==> src/rtl/obs_capture.sv <==
// obs_capture: packs a sampled bit stream into words behind a one-entry holding register, and keeps a toggle count and a MISR signature
module obs_capture #(
    parameter int WORD_W = 8,
    parameter int CNT_W = 16,
    parameter logic [WORD_W-1:0] POLY = 8'h1D,
    parameter logic [WORD_W-1:0] SEED = '0
) (
    input  logic                         clkin_data,
    input  logic                         rst,
    input  logic                         en,
    input  logic                         in_data,
    input  logic                         flush,
    input  logic                         out_ready,
    output logic                         out_valid,
    output logic [WORD_W-1:0]            out_data,
    output logic [$clog2(WORD_W+1)-1:0]  out_count,
    output logic                         overflow,
    output logic [CNT_W-1:0]             toggle_cnt,
    output logic [WORD_W-1:0]            signature
);
    localparam int PW = $clog2(WORD_W+1);

    logic [PW-1:0]     ptr;
    logic [PW-1:0]     cnt_next;
    logic [WORD_W-1:0] partial;
    logic [WORD_W-1:0] word;
    logic              prev_bit;
    logic              form;

    // Partial word including this edge's sample; a full word wins over a flush on the same edge
    always_comb begin
        cnt_next = ptr + PW'(en);
        for (int i = 0; i < WORD_W; i++)
            word[i] = (en && ptr == PW'(i)) ? in_data : partial[i];
        form = (cnt_next == PW'(WORD_W)) || (flush && cnt_next != '0);
    end

    // Bit packing: clear the assembly buffer whenever a word leaves it
    always_ff @(posedge clkin_data) begin
        if (rst) begin
            ptr <= '0;
            partial <= '0;
        end else begin
            ptr <= form ? '0 : cnt_next;
            partial <= form ? '0 : word;
        end
    end

    // Single-entry holding register; a word arriving while the entry is stuck is dropped and flagged
    always_ff @(posedge clkin_data) begin
        if (rst) begin
            out_valid <= 1'b0;
            out_data <= '0;
            out_count <= '0;
            overflow <= 1'b0;
        end else if (form) begin
            if (!out_valid || out_ready) begin
                out_valid <= 1'b1;
                out_data <= word;
                out_count <= cnt_next;
            end else begin
                overflow <= 1'b1;
            end
        end else if (out_ready) begin
            out_valid <= 1'b0;
        end
    end

    // Saturating count of transitions between consecutive samples
    always_ff @(posedge clkin_data) begin
        if (rst) begin
            prev_bit <= 1'b0;
            toggle_cnt <= '0;
        end else if (en) begin
            prev_bit <= in_data;
            if (in_data != prev_bit && toggle_cnt != '1)
                toggle_cnt <= toggle_cnt + CNT_W'(1);
        end
    end

    // MISR folds in every formed word, dropped ones included
    always_ff @(posedge clkin_data) begin
        if (rst)
            signature <= SEED;
        else if (form)
            signature <= {signature[WORD_W-2:0], 1'b0} ^ (signature[WORD_W-1] ? POLY : '0) ^ word;
    end
endmodule
==> config.mk <==
export PLATFORM = sky130hd
export DESIGN_NAME = obs_capture
export DESIGN_NICKNAME = d
export VERILOG_FILES = /design/src/rtl/obs_capture.sv
export SDC_FILE = /design/constraint.sdc
export NUM_CORES = 1
export LEC_CHECK = 0
export BUFFER_PORTS_ARGS = -buffer_cell sky130_fd_sc_hd__buf_2
export CELL_PAD_IN_SITES_DETAIL_PLACEMENT = 0
export CELL_PAD_IN_SITES_GLOBAL_PLACEMENT = 1
export CORE_MARGIN = 2
export CORE_UTILIZATION = 42
export DETAILED_ROUTE_END_ITERATION = 6
export PLACE_DENSITY = 0.75
export SYNTH_ARGS = -nofsm -noshare
export SYNTH_HDL_FRONTEND = slang
export SYNTH_SLANG_ARGS = --single-unit
==> constraint.sdc <==
create_clock -name clkin_data -period 2.9 [get_ports clkin_data]
set_input_delay 0.58 -clock clkin_data [delete_from_list [all_inputs] [get_ports clkin_data]]
set_output_delay 0.58 -clock clkin_data [all_outputs]
set_load 0.01 [all_outputs]
==> impl_metrics.ini <==
[timing]
final.period_utilization_pct = 84.33
finClkSkew_ns = 0.006550
finalHoldViolations = 0
holdWs_ns = 0.4607
fmax_ghz = 0.4089
fin_tns_setup_ns = 0
setup_viol = 0
rsz0062_at_grt = false
worstMarginPinSlew_ns = 0.7300
maxSlewHeadroom_pct = 51.23
period_needed_ns = 2.446
finalMaxSlewViolations = 0

[route]
num_vias = 2411
wire_per_inst_um = 15.67
remaining_drc_errors = 0
drt_iter0_markers = 158
avgViaCountPerCell = 5.686
drtPass1Iterations = 4
routed_wl_mm = 6.643
ant_nets = 0

[yosys]
synth-xor-area-share_pct = 2.555
synth-simple-area-share_pct = 23.92
netlist.area_leader.share_pct = 37.90
synth.area.top_cells = dfxtp_1 (38%), mux2_2 (5.0%), nor2_1 (3.5%)
ys_seq_area_share_pct = 37.90
synth_compound_area_share_pct = 21.50
synth_top_family_by_area = simple AND/OR/NAND/NOR gates
synth-main-ff-cell = dfxtp_1
synth_top_area_cell = dfxtp_1
muxShareOfSynthArea_pct = 8.360
ys_ff_latch = 51
yosys_warnings = 0
netlist_area_um2 = 2694
yosys.area_share.adder_pct = 1.393
synth_area_per_cell_um2 = 8.775
yosysUniqueCellTypes = 55
syn_inst = 307
syn-num-nets = 316
synthArstFlopShare_pct = 0
synth_edf_count = 0

[power]
p_leak_uw = 0.001255
powerDensity_nw_per_um2 = 424.3
ir_drop_uv = 214.8

[worst_setup_path]
crit_arrival_ns = 2.65
critPathLaunchType = input port
critPathCaptureType = register
path_cells = buf_2 > ha_1 > ha_1 > xnor2_1 > buf_4 > and2_1 > a211o_1 > o21ba_2
slowest_delay_ns = 0.41
crit_type = input port to register
rrSetupSlack_ns = 0.46
reg2regPathDepth = 7
cp_common_cell = ha_1
critPathMaxFanout = 10
cp.required_ns = 3.11
slowest_stage = xnor2_1

[place]
dp.cells = 416
hpwl_mm = 4.735
portBuffers = 43
place_congestion = 0.8063

[cells_and_area]
nets = 355
area_growth_pct = 13.70
antenna_cells = 0
mostFrequentLayoutCell = dfxtp_1
drive_gt1_share_pct = 22.48
final_cell_mix = dfxtp_1 (51), buf_2 (43), nor2_1 (25)
stdcell_count = 424

[clocking]
hold_buffers = 0
cts_resized = 0
clkTransAtPathRegs_ns = 0.09
clock_latency_ns = 0.31
cts_buffer_depth = 2
cts_tree = done
htree_levels = 2
postCtsSetupBuffers = 0
cts.sinks = 51
cts-buffers-inserted = 5
cts-root-buf = clkbuf_8

[min_path]
worstHoldPathType = register to register
hold_depth = 2

[die]
core_area_um2 = 6277
pin_count = 44
die_h_um = 84.09
rows = 29
die_area_um2 = 7070
dieWidth_um = 84.09
start_util_pct = 42.91

[global_route]
grt_max_degree = 38
grt_pass1_vias = 2173
grt_pass1_wl_mm = 11.11
grtUsageTotal_pct = 19.36
grt_overflow = 0
antenna_found_initial = 0

[outcome]
status = complete, no violations

[job]
maxCapViolCount = 0
-- state kept, by name (all words and copies together), names as in the netlist --
register    flops
toggle_cnt     16
out_data        8
partial         8
signature       8
out_count       4
ptr             4
out_valid       1
overflow        1
prev_bit        1
-- final cells by class --
class,instances,area (µm²)
Multi-Input combinational cell,226,1555
Sequential cell,51,1021
Timing Repair Buffer,49,260.3
Inverter,13,48.80
Clock inverter,1,5.005
Fill cell,650,3214
Tap cell,77,96.34
Clock buffer,7,76.32
-- routing by layer --
layer / routed length (µm) / track usage (%) / up-vias / part of all wire, %
li1: - / - / 1222 / -
met1: 3485 / 29.12 / 1122 / 52
met2: 2728 / 27.56 / 61 / 41
met3: 353 / 3.858 / 6 / 5.3
met4: 75 / 6.158 / 0 / 1.1
met5: 0 / 0 / - / 0
-- cell families after synthesis --
| family | count (synthesis) |
|---|---|
| buf+inv | 30 |
| mux | 21 |
| xor+xnor | 7 |
| compound gates | 80 |
| fa+ha+maj | 3 |
| flops | 51 |
| simple gates | 115 |
-- worst paths after layout --
check           endpoint   startpoint
min reg2reg  out_data[3]  out_data[3]
max reg2reg   partial[0]       ptr[0]
min          out_data[3]  out_data[3]
max           partial[0]           en
-- power by group --
group / internal (µW) / switching (µW)
clock network: 170 / 234
registers: 718 / 18.1
logic: 64.8 / 95.5
total: 953 / 347
-- cells in the mapped netlist, types with 3 or more instances --
master / n
clkbuf_1: 11
nand3_1: 8
ha_1: 3
a21boi_0: 4
a21oi_1: 16
nand4_1: 4
nor3_1: 4
nor4_1: 3
buf_2: 4
or3_1: 4
and3_1: 9
o31ai_1: 8
o21a_1: 3
nand3b_1: 4
dfxtp_1: 51
o21ai_0: 11
mux2i_1: 9
mux2_2: 12
nand2_1: 22
a2111oi_0: 5
a41oi_1: 4
inv_1: 13
a31oi_1: 4
nor2_1: 25
nor2b_1: 12
o221ai_1: 4
a211oi_1: 6
xnor2_1: 4
o211a_1: 3
or4_1: 4
nand2b_1: 3
-- critical path, delay by kind of cell --
kind	cells	cell delay, ns
AND/OR/NAND/NOR	1	0.26
XOR/XNOR	1	0.41
AO/OA/AOI/OAI	2	0.57
buffers and inverters	2	0.40
adder cells (fa/ha/maj)	2	0.42
-- through the flow --
stage	utilization, %	setup WS (ns)	total power [µW]	instance area [µm²]
after floorplan	-	0.4429	858.1	2694
after detailed placement	47.50	0.1769	912.1	2982
after global placement	47.50	0.2549	910.4	2982
after CTS	48.79	0.5049	1315	3063
after global routing	48.79	0.2560	1359	3063
final	48.79	0.4543	1300	3063
Power figures use the tool's default switching activity.
